[src/rtl/vga_write.sv]
// Display-side frame memory reader: requests packed two-pixel words, absorbs the
// fixed read latency in a credit-checked FIFO and unpacks words onto the raster.
module vga_write #(
    parameter int MEM_W      = 36,
    parameter int PIX_W      = 18,
    parameter int IMG_W      = 640,
    parameter int IMG_H      = 480,
    parameter int READ_LAT   = 2,
    parameter int FIFO_DEPTH = 8
) (
    input  logic             clock,
    input  logic             reset,
    input  logic             frame_flag,
    input  logic [10:0]      hcount,
    input  logic [9:0]       vcount,
    input  logic             blank,
    input  logic             done_vga,
    input  logic [MEM_W-1:0] vga_pixel,
    output logic             vga_flag,
    output logic [PIX_W-1:0] pixel_out,
    output logic             underflow,
    output logic             underflow_sticky
);

    localparam int WORDS = IMG_W * IMG_H / 2;
    localparam int WC_W  = $clog2(WORDS) + 1;
    localparam int CNT_W = $clog2(FIFO_DEPTH) + 1;
    localparam int AW    = $clog2(FIFO_DEPTH);
    localparam logic [CNT_W:0]  DEPTH_V = (CNT_W + 1)'(FIFO_DEPTH);
    localparam logic [WC_W-1:0] LAST_WC = WC_W'(WORDS - 1);

    typedef enum logic [1:0] {IDLE, RUN, DONE} state_t;

    state_t              r_state;
    logic [READ_LAT-1:0] r_inflight;
    logic [CNT_W-1:0]    r_fifo_cnt;
    logic [CNT_W-1:0]    r_discard;
    logic [AW-1:0]       r_wptr;
    logic [AW-1:0]       r_rptr;
    logic [MEM_W-1:0]    r_mem [FIFO_DEPTH];
    logic [WC_W-1:0]     r_word_cnt;
    logic                r_even_ok;

    logic [CNT_W-1:0]    w_infl_cnt;
    logic [CNT_W:0]      w_credit;
    logic                w_req;
    logic                w_grant;
    logic                w_ret;
    logic                w_push;
    logic                w_pop;
    logic                w_active;
    logic                w_disp;
    logic                w_empty;
    logic [MEM_W-1:0]    w_head;

    always_comb begin
        w_infl_cnt = '0;
        for (int unsigned i = 0; i < READ_LAT; i++) begin
            w_infl_cnt = w_infl_cnt + CNT_W'(r_inflight[i]);
        end
    end

    assign w_credit = {1'b0, r_fifo_cnt} + {1'b0, w_infl_cnt};
    assign w_req    = (r_state == RUN) && (w_credit < DEPTH_V);
    assign w_grant  = w_req && done_vga;
    assign w_ret    = r_inflight[READ_LAT-1];
    assign w_empty  = (r_fifo_cnt == '0);
    assign w_head   = r_mem[r_rptr];
    assign w_active = !blank && (hcount < 11'(IMG_W)) && (vcount < 10'(IMG_H));
    assign w_disp   = w_active && (r_state != IDLE);
    // A word is only popped once its upper pixel was shown on the preceding even column.
    assign w_pop    = w_disp && hcount[0] && r_even_ok && !w_empty && !frame_flag;
    assign w_push   = w_ret && (r_discard == '0) && !frame_flag;
    assign vga_flag = w_req;

    always_ff @(posedge clock or negedge reset) begin
        if (!reset) begin
            r_state          <= IDLE;
            r_inflight       <= '0;
            r_fifo_cnt       <= '0;
            r_discard        <= '0;
            r_wptr           <= '0;
            r_rptr           <= '0;
            r_word_cnt       <= '0;
            r_even_ok        <= 1'b0;
            pixel_out        <= '0;
            underflow        <= 1'b0;
            underflow_sticky <= 1'b0;
        end else begin
            r_inflight <= (r_inflight << 1) | READ_LAT'(w_grant);

            if (frame_flag) begin
                // The return landing this cycle is dropped by the flush itself,
                // so only the words still in flight afterwards need discarding.
                r_state          <= RUN;
                r_word_cnt       <= WC_W'(w_grant);
                r_discard        <= w_infl_cnt - CNT_W'(w_ret);
                r_fifo_cnt       <= '0;
                r_wptr           <= '0;
                r_rptr           <= '0;
                r_even_ok        <= 1'b0;
                underflow_sticky <= 1'b0;
            end else begin
                if (w_grant) begin
                    r_word_cnt <= r_word_cnt + 1'b1;
                end
                if ((r_state == RUN) && w_grant && (r_word_cnt == LAST_WC)) begin
                    r_state <= DONE;
                end
                if (w_ret && (r_discard != '0)) begin
                    r_discard <= r_discard - 1'b1;
                end
                if (w_push) begin
                    r_wptr <= r_wptr + 1'b1;
                end
                if (w_pop) begin
                    r_rptr <= r_rptr + 1'b1;
                end
                r_fifo_cnt <= r_fifo_cnt + CNT_W'(w_push) - CNT_W'(w_pop);
                r_even_ok  <= w_disp && !hcount[0] && !w_empty;
                if (w_disp && w_empty) begin
                    underflow_sticky <= 1'b1;
                end
            end

            underflow <= w_disp && w_empty;
            if (!w_disp || w_empty) begin
                pixel_out <= '0;
            end else if (!hcount[0]) begin
                pixel_out <= w_head[MEM_W-1:PIX_W];
            end else if (r_even_ok) begin
                pixel_out <= w_head[PIX_W-1:0];
            end else begin
                pixel_out <= '0;
            end
        end
    end

    always_ff @(posedge clock) begin
        if (w_push) begin
            r_mem[r_wptr] <= vga_pixel;
        end
    end

endmodule

[config.mk]
export PLATFORM = sky130hd
export DESIGN_NAME = vga_write
export DESIGN_NICKNAME = d
export VERILOG_FILES = /design/src/rtl/vga_write.sv
export SDC_FILE = /design/constraint.sdc
export NUM_CORES = 1
export LEC_CHECK = 0
export BUFFER_PORTS_ARGS = -buffer_cell sky130_fd_sc_hd__buf_4
export CELL_PAD_IN_SITES_DETAIL_PLACEMENT = 0
export CELL_PAD_IN_SITES_GLOBAL_PLACEMENT = 2
export CORE_MARGIN = 1
export CORE_UTILIZATION = 25
export CTS_CLUSTER_DIAMETER = 120
export DETAILED_ROUTE_END_ITERATION = 8
export PLACE_DENSITY = 0.47
export SYNTH_ARGS = -nofsm -noshare
export SYNTH_HDL_FRONTEND = slang
export SYNTH_SLANG_ARGS = --single-unit
[constraint.sdc]
create_clock -name clock -period 9.75 [get_ports clock]
set_input_delay 0.975 -clock clock [delete_from_list [all_inputs] [get_ports clock]]
set_output_delay 0.975 -clock clock [all_outputs]
set_load 0.005 [all_outputs]
==> key figures, run 1 <==
Status
  • Status: complete, no violations

Worst setup path
  • CP Class: flip-flop to flip-flop
  • Crit path max fanout: 20
  • R2r setup slk: 6.33 ns
  • Critical Path Source Type: flip-flop
  • Arr. time, crit path: 3.62 ns
  • R2R depth: 8
  • Critical path capture point type: flip-flop
  • Required time worst endpoint: 9.95 ns

Finish
  • N_diodes: 0
  • Final core occ: 30.4%
  • Number of fill cells in the layout: 5352
  • Share of layout cells above drive strength 1: 25.3%
  • Design area: 16400 sq um
  • Area grow syn2layout: 19.4%
  • Final nets: 927

Floorplan
  • Initial Utilization: 25.4%
  • Die Y: 236 um
  • Rows: 85
  • Top Ports: 83
  • Area of the core: 54000 sq um
  • Die area: 55900 sq um
  • DIE WIDTH: 236 um

Yosys
  • Dominant synthesized flop cell: edfxtp_1
  • Post-synth ARST share: 16.8%
  • Number of flops mapped to enable cells by yosys: 288
  • Post-synthesis cell type count: 50
  • Syn nets: 843
  • Post-Syn Instances: 767
  • Post-synthesis sequential area ratio: 73.5%
  • #FFs+latches synth: 346
  • Synth Warn #: 0
  • Syn Area/Cell: 17.9 sq um
  • Synthesized cell area: 13700 sq um

CTS
  • Number of buffers inserted by hold repair at cts: 0
  • CTS tree: built
  • Worst-path clk slew: 0.06 ns
  • CTS H-tree lvls: 2
  • Clk Latency, worst-skew pair: 0.55 ns
  • Root Buffer: clkbuf_16
  • Cts repair resizes: 0
  • CTS Buf Count: 39
  • Clock sinks: 346
  • Clk buf depth: 3
  • Post-CTS Setup Inserts: 0

Timing
  • Final clock skew: 0.0137 ns
  • Max Slew Vio Count: 0
  • RSZ-0062 raised after global routing: false
  • Transition time of the tightest slew-check pin: 0.877 ns
  • Final number of hold-violating endpoints: 0
  • Worst slew margin: 41.0%
  • Fmax: 0.292 GHz
  • Final setup vio count: 0
  • Fin crit period: 3.42 ns
  • Final period utilization: 35.1%
  • Min Hold Slack: 0.398 ns
  • Setup tns final: 0 ns

Power and ir drop
  • Power density cells: 210 nW/um^2
  • Static leakage: 5.33 nW
  • Worst IR drop on VDD: 99.8 uV

Routing
  • Detail Route Antenna Nets: 0
  • Vias per std cell: 4.47
  • Initial DRT Pass Iterations: 4
  • Final wirelength: 34200 um
  • Met2 wire length: 16100 um
  • Vias: 7039
  • WL/cell: 21.7 um
  • Met3 WL: 1350 um
  • Iteration-0 DRC Markers: 349
  • Highest metal used: met5
  • # DRC: 0
  • Met1 WL: 16100 um

Global route
  • First-pass GRT wire length: 50600 um
  • Largest net degree at the start of global routing: 59
  • Total track usage: 12.5%
  • Vias in the first global route: 7399
  • Initial antenna violation count: 2
  • GRT overflow: 0

Place
  • DPL Wire Length: 18500 um
  • Port bufs: 71
  • Placed inst area: 15100 sq um
  • GP Congestion: 0.655

Hold path
  • Hold Path Stages: 0
  • Worst Hold Class: flip-flop to flip-flop

Run
  • Max Cap Viol: 0
worst max-delay path, cell delays in order, from the launching register on:
cell      delay [ns]
dfrtp_1         0.41
inv_1           0.09
ha_1            0.15
inv_1           0.05
nor4b_1         0.66
and2_1          0.28
nand2b_1        0.24
nor2_4          0.69
buf_4           0.50
logic make-up (layout without fill, tap and decap cells):
| family | count (synthesis) | count (layout) | share of synthesized area, % |
|---|---|---|---|
| and+or+nand+nor | 132 | 132 | 4.92 |
| AOI/OAI and AO/OA | 97 | 97 | 4.88 |
| buffers and inverters | 54 | 167 | 1.65 |
| DFF | 346 | 346 | 73.5 |
| xor gates and xnor gates | 18 | 18 | 1.15 |
| muxes | 106 | 106 | 12.6 |
| adders and majority gates | 14 | 14 | 1.33 |
path summary, 6_finish.rpt:
path                               start            end
setup / recovery            r_discard[0]   r_mem[4][28]
hold / removal             r_inflight[0]  r_inflight[1]
max in group asynchronous          reset      r_rptr[0]
min in group asynchronous          reset  r_word_cnt[8]
hold reg to reg            r_inflight[0]  r_inflight[1]
setup reg to reg            r_discard[0]   r_mem[4][28]
Yosys cell counts (14+ instances only):
cell type,n,share of area [%]
mux4_2,52,8.5
a21oi_1,14,0.51
dfrtp_1,58,11
a211oi_1,37,2.0
mux2_2,16,1.3
o22ai_1,17,0.77
nor2_1,28,0.76
edfxtp_1,288,63
clkbuf_1,26,0.71
nand2_1,35,0.96
mux2i_1,38,2.8
area by class of cell:
type	count	area [sq um]	share of cell area (%)
sequential	346	10100	61.6
multi-input combinational	367	3470	21.2
clock buffer	46	1020	6.23
tap	696	871	5.31
timing repair buffer	84	631	3.84
clock inverter	24	254	1.55
inverter	13	48.8	0.297
registers in the layout (all words and copies together) (netlist names):
| signal | cells |
|---|---|
| underflow | 1 |
| r_fifo_cnt | 4 |
| r_mem | 288 |
| r_even_ok | 1 |
| pixel_out | 18 |
| r_wptr | 3 |
| r_word_cnt | 19 |
| r_discard | 4 |
| r_state | 2 |
| r_inflight | 2 |
| r_rptr | 3 |
| underflow_sticky | 1 |
per-layer routing:
metal | GRT usage (%) | up-vias
li1 | - | 3234
met1 | 17.1 | 3636
met2 | 20.0 | 118
met3 | 2.60 | 47
met4 | 3.46 | 4
met5 | 0 | -
report_power, final:
group | switching [mW] | total [mW] | internal (mW)
registers | 0.0315 | 1.70 | 1.67
logic | 0.156 | 0.259 | 0.102
clock network | 0.593 | 1.48 | 0.883
stage by stage:
stage	worst slack [ns]	power, mW	cells
2_1_floorplan	5.22	1.88	767
3_3_place_gp	5.88	2.00	1506
3_5_place_dp	5.86	2.00	1506
4_1_cts	6.19	3.50	1576
5_1_grt	6.00	3.59	1576
6_report	6.33	3.44	1576
layout by cell type, fill, tap and decap left out, types with 7 or more instances in the layout:
master	count
edfxtp_1	288
buf_4	84
dfrtp_1	55
mux4_2	52
clkbuf_16	39
mux2i_1	38
a211oi_1	37
nand2_1	35
nor2_1	22
o22ai_1	17
mux2_2	16
a21oi_1	14
inv_1	13
xnor2_1	13
ha_1	13
nor2b_1	10
clkinv_1	10
nand3_1	8
o21ai_0	8
nor3_1	7
(Power assumes the default switching activity.)
==> run 2, diff against run 1 <==
PLACE_DENSITY = 0.49   (was 0.47)
clock period = 2.8 ns   (was 9.75 ns; I/O delays follow)
==> key figures, run 2 (synthesis gave the netlist of run 1 again) <==
CTS
  • CTS H-tree lvls: 2 (unchanged)
  • Root Buffer: clkbuf_16
  • CTS tree: built
  • Clock sinks: 346 (unchanged)
  • CTS Buf Count: 41 (+5.1%)
  • Worst-path clk slew: 0.06 ns (about the same)
  • Clk buf depth: 3 (unchanged)
  • Clk Latency, worst-skew pair: 0.56 ns (about the same)

Global route
  • GRT overflow: 0 (unchanged)
  • Largest net degree at the start of global routing: 43 (-27%)
  • Met1 Track Usage GR: 16.5% (-0.58 points)
  • Total track usage: 12.4% (-0.029 points)
  • GRT met2 Usage: 20.5% (+0.55 points)
  • GR Util met3: 2.27% (-0.33 points)
  • Initial antenna violation count: 2 (unchanged)
  • Top Usage Layer GRT: met2
  • Vias in the first global route: 8009 (+8.2%)
  • First-pass GRT wire length: 51300 um (+1.3%)

Timing
  • Final setup vio count: 0 (unchanged)
  • Final clock skew: 0.0141 ns (+0.000419 ns)
  • PnR worst setup slack: 0.105 ns (-6.22 ns)
  • Transition time of the tightest slew-check pin: 0.580 ns (-0.297 ns)
  • Worst slew margin: 61.1% (+20 points)
  • Final period utilization: 96.3% (+61 points)
  • Max Slew Vio Count: 0 (unchanged)
  • Fmax: 0.371 GHz (+27%)
  • RSZ-0062 raised after global routing: false
  • Setup tns final: 0 ns (unchanged)
  • Fin crit period: 2.70 ns (-0.726 ns)
  • Final number of hold-violating endpoints: 0 (unchanged)

Worst setup path
  • Max stage delay on crit path: 0.54 ns (-0.15 ns)
  • Crit path max fanout: 4 (-80%)
  • Critical Path Source Type: flip-flop
  • Required time worst endpoint: 3.29 ns (-6.66 ns)
  • Reg2Reg Launch Point: r_inflight[0]
  • Slowest stage cell, crit path: or4_4
  • Critical path capture point type: flip-flop
  • Arr. time, crit path: 3.18 ns (-0.44 ns)
  • CP Class: flip-flop to flip-flop
  • Crit path cell chain: ha_1, ha_4, a31o_1, a221o_1, buf_4, or4_4, or3_1, a21oi_2
  • Crit. path cell count: 8 (unchanged)
  • Crit path max-delay family: simple AND/OR/NAND/NOR gates
  • Critical path origin: r_inflight[0]
  • Buf+Inv Stages, Crit Path: 1 (-2)
  • R2R depth: 8 (unchanged)

Place
  • GP Congestion: 0.677 (+3.4%)
  • DPL Wire Length: 19900 um (+7.6%)
  • Cells after DPL: 1544 (+2.5%)
  • Port bufs: 71 (unchanged)
  • Post-place setup slack: 0.137 ns (-5.73 ns)
  • Placed inst area: 15600 sq um (+2.9%)

Finish
  • Max reg flops: 288 (unchanged)
  • Final core occ: 32.1% (+1.7 points)
  • Most common cell after layout, fill and taps aside: edfxtp_1
  • Design area: 17300 sq um (+5.7%)
  • Share of layout cells above drive strength 1: 28.3% (+3.0 points)
  • Fin cells: 1658 (+5.2%)
  • Area grow syn2layout: 26.1%
  • Final nets: 1005 (+8.4%)
  • Largest regs: r_mem: 288 flops, r_word_cnt: 19 flops, pixel_out: 18 flops
  • Commonest cells after routing, fill and taps aside: 288 x edfxtp_1, 112 x buf_4, 55 x dfrtp_1
  • Largest Register: r_mem

Hold path
  • Hold Path Origin: frame_flag
  • Hold Path Stages: 2 (+2)
  • Worst Hold Class: input port to flip-flop

Power and ir drop
  • Worst IR drop on VDD: 360 uV (+260%)
  • Power density cells: 714 nW/um^2 (+240%)
  • Static leakage: 5.76 nW (+8.1%)

Routing
  • WL/cell: 20.6 um (-5.1%)
  • Initial DRT Pass Iterations: 4 (unchanged)
  • Detail Route Antenna Nets: 0 (unchanged)
  • Final wirelength: 34100 um (-0.21%)
  • Iteration-0 DRC Markers: 315 (-9.7%)
  • Vias: 7373 (+4.7%)
  • # DRC: 0 (unchanged)
  • Vias per std cell: 4.45 (-0.44%)

Floorplan
  • Top Ports: 83 (unchanged)
  • Area of the core: 54000 sq um (unchanged)
  • Die area: 55900 sq um (unchanged)
  • Initial Utilization: 25.4% (unchanged)
  • DIE WIDTH: 236 um (unchanged)
  • Die Y: 236 um (unchanged)
  • Rows: 85 (unchanged)

Status
  • Status: complete, no violations

Run
  • Max Cap Viol: 0 (unchanged)
[run 2: cell type report]
class | count | area [sq um]
fill | 5267 | 36700
sequential | 346 | 10100
inverter | 13 | 48.8
clock buffer | 48 | 1080
tap | 696 | 871
multi-input combinational | 367 | 3520
timing repair buffer | 160 | 1420
clock inverter | 27 | 275
antenna | 1 | 2.50
[run 2: per-stage QoR]
stage                     power (mW)  hold WS [ns]
after floorplan                 6.59       -0.0156
after global placement          7.08         0.303
after detailed placement        7.08         0.293
after CTS                       12.6       0.00877
after global routing            12.9        0.0433
final                           12.4        0.0372
[run 2: timing repair]
action                                 CTS  global route
gates resized for setup                  2             3
setup endpoints to repair                1             2
pin swaps                                0             1
endpoints found under the hold margin  322             0
setup buffers                            0             1
hold buffers                            37             0
[run 2: final timing paths]
| path | to | slack [ns] |
|---|---|---|
| max | r_word_cnt[17] | 0.10 |
| min | r_rptr[2] | 0.04 |
| max reg2reg | r_word_cnt[17] | 0.10 |
| min reg2reg | r_inflight[1] | 0.40 |
| max in group asynchronous | r_wptr[1] | 1.95 |
| min in group asynchronous | r_word_cnt[0] | 0.24 |
[run 2: where the power goes]
group	total (mW)	leakage, nW	switching [mW]	internal [mW]
logic	1.10	1.70	0.591	0.506
clock network	5.35	0.675	2.11	3.24
registers	5.92	3.38	0.107	5.82
total	12.4	5.76	2.81	9.56
[run 2: routing by layer]
metal	routed length, um	vias to the layer above
li1	-	3397
met1	16000	3810
met2	16300	114
met3	1110	50
met4	699	2
met5	13	-
[run 2: worst reg2reg max path, cell delays in order (launching register included)]
cell	delay (ns)
dfrtp_1	0.38
ha_1	0.24
ha_4	0.23
a31o_1	0.23
a221o_1	0.39
buf_4	0.15
or4_4	0.54
or3_1	0.34
a21oi_2	0.14
==> run 3, diff against run 2 <==
REMOVE_ABC_BUFFERS = 1   (was not set)
==> key figures, run 3 (synthesis gave the netlist of run 1 again) <==
Status
  • Status: complete, no violations

Worst setup path
  • Critical path capture point type: primary output
  • Required time worst endpoint: 2.52 ns (-0.77 ns)
  • Arr. time, crit path: 2.36 ns (-0.82 ns)
  • R2R depth: 12 (+4)
  • CP Class: flip-flop to primary output
  • Crit path max fanout: 8 (+4)
  • Critical Path Source Type: flip-flop

Timing
  • Fmax: 0.379 GHz (+2.3%)
  • RSZ-0062 raised after global routing: false
  • Worst slew margin: 47.1% (-14 points)
  • Final number of hold-violating endpoints: 0 (unchanged)
  • Final period utilization: 94.1% (-2.1 points)
  • Transition time of the tightest slew-check pin: 0.793 ns (+0.213 ns)
  • Fin crit period: 2.64 ns (-0.0597 ns)
  • Max Slew Vio Count: 0 (unchanged)
  • Final setup vio count: 0 (unchanged)
  • Final clock skew: 0.0179 ns (+0.00377 ns)

CTS
  • CTS H-tree lvls: 2 (unchanged)
  • Clock sinks: 346 (unchanged)
  • Root Buffer: clkbuf_16
  • CTS tree: built
  • Clk Latency, worst-skew pair: 0.56 ns (about the same)
  • Worst-path clk slew: 0.05 ns (about the same)
  • Clk buf depth: 3 (unchanged)
  • CTS Buf Count: 41 (unchanged)

Run
  • Max Cap Viol: 0 (unchanged)

Place
  • GP Congestion: 0.666 (-1.7%)
  • Placed inst area: 15600 sq um (about the same)
  • DPL Wire Length: 19900 um (-0.39%)
  • Cells after DPL: 1544 (unchanged)
  • Port bufs: 71 (unchanged)

Floorplan
  • DIE WIDTH: 236 um (unchanged)
  • Die Y: 236 um (unchanged)
  • Initial Utilization: 25.4% (unchanged)
  • Top Ports: 83 (unchanged)
  • Die area: 55900 sq um (unchanged)
  • Rows: 85 (unchanged)
  • Area of the core: 54000 sq um (unchanged)

Routing
  • Vias: 7340 (-0.45%)
  • Final wirelength: 34000 um (-0.17%)
  • Iteration-0 DRC Markers: 362 (+15%)
  • Detail Route Antenna Nets: 0 (unchanged)
  • # DRC: 0 (unchanged)
  • Vias per std cell: 4.42 (-0.57%)
  • WL/cell: 20.5 um (-0.29%)
  • Initial DRT Pass Iterations: 4 (unchanged)

Finish
  • Max reg flops: 288 (unchanged)
  • Largest regs: r_mem: 288 flops, r_word_cnt: 19 flops, pixel_out: 18 flops
  • Final nets: 1007 (+0.20%)
  • Commonest cells after routing, fill and taps aside: 288 x edfxtp_1, 110 x buf_4, 55 x dfrtp_1
  • Largest Register: r_mem
  • Design area: 17400 sq um (+0.20%)
  • Most common cell after layout, fill and taps aside: edfxtp_1
  • Number of fill cells in the layout: 5251 (-0.30%)
  • Area grow syn2layout: 26.4%
  • Share of layout cells above drive strength 1: 28.3% (+0.045 points)
  • Fin cells: 1660 (+0.12%)
  • Final core occ: 32.1% (+0.065 points)

Power and ir drop
  • Power density cells: 713 nW/um^2 (about the same)
  • Clk network pwr share: 43.6% (+0.4 points)
  • Proportion of power drawn by combinational gates: 8.6% (-0.3 points)
  • Static leakage: 5.78 nW (+0.49%)
  • Internal power: 9.60 mW (+0.39%)
  • Net Switching: 2.79 mW (-0.59%)
  • Switch share: 22.5% (-0.17 points)
  • Worst IR drop on VDD: 325 uV (-9.6%)
  • Part of the power in registers: 47.8% (about the same)

Global route
  • GRT overflow: 0 (unchanged)
  • First-pass GRT wire length: 51500 um (+0.42%)
  • Largest net degree at the start of global routing: 48 (+12%)
  • Initial antenna violation count: 1 (-1)
  • Total track usage: 12.4% (-0.043 points)
  • Vias in the first global route: 7948 (-0.76%)

Hold path
  • Worst Hold Class: input port to flip-flop
  • Hold Path Stages: 4 (+2)
## run 3: cell count changes in the layout (fill, tap and decap cells not counted), moves of 2 or more
cell,before,now
buf_12,10,13
buf_4,112,110
clkbuf_1,5,8
clkinv_1,9,6
inv_6,0,2
nor3_2,0,2
nor3_4,2,0
## run 3: final cells by class
cell class	count	area (sq um)	area share, %
well taps	696	871	5.01
repair buffers	162	1480	8.51
flip-flops and latches	346	10100	58.2
clock inverters	23	240	1.38
clock buffers	52	1120	6.45
multi-input cells	367	3500	20.2
inverters	13	48.8	0.281
diodes	1	2.50	0.0144
## run 3: metal layers
layer  global-route usage (%)  routed length [um]  vias up
met2                     20.9               16700      106
met1                     16.3               15700     3801
met4                     3.05                 562        0
li1                         -                   -     3392
met5                        0                   0        -
met3                     2.42                1050       41
## run 3: path summary, 6_finish.rpt
check | startpoint | endpoint | slack (ns)
max | r_inflight[0] | vga_flag | 0.16
min | vcount[8] | underflow | 0.15
max reg2reg | r_fifo_cnt[3] | r_fifo_cnt[3] | 0.23
min reg2reg | r_inflight[0] | r_inflight[1] | 0.40
max in group asynchronous | reset | pixel_out[8] | 1.80
min in group asynchronous | reset | underflow_sticky | 0.35
## run 3: power by group through the flow
stage                     Combinational [mW]  Clock, mW  Sequential [mW]
after floorplan                        0.529          0             6.01
after global placement                  1.01          0             6.02
after detailed placement                1.01          0             6.03
after CTS                               1.06       5.57             5.92
after global routing                    1.21       5.75             5.94
final                                   1.07       5.40             5.92
## run 3: per-stage QoR
stage / hold slack (ns) / TNS (ns) / setup WS (ns) / power (mW)
global route: 0.162 / 0 / 0.00450 / 12.9
finish: 0.151 / 0 / 0.165 / 12.4
global placement: 0.387 / 0 / 0.117 / 7.04
floorplan: -0.0156 / -320.17 / -1.79 / 6.54
CTS: 0.121 / 0 / 0.0439 / 12.6
detailed placement: 0.390 / 0 / 0.136 / 7.04
## run 3: worst max-delay path, stage by stage (launching register included)
cell     delay, ns
dfrtp_1       0.39
ha_1          0.23
ha_4          0.22
a31o_1        0.23
a221o_1       0.39
buf_6         0.15
nor2_1        0.08
buf_4         0.11
## run 3: what timing repair did
item / CTS / global route
setup endpoints to repair: 0 / 8
resized for setup: 0 / 5
setup buffers: 0 / 2
hold endpoints to repair: 334 / 0
hold buffers: 38 / 0
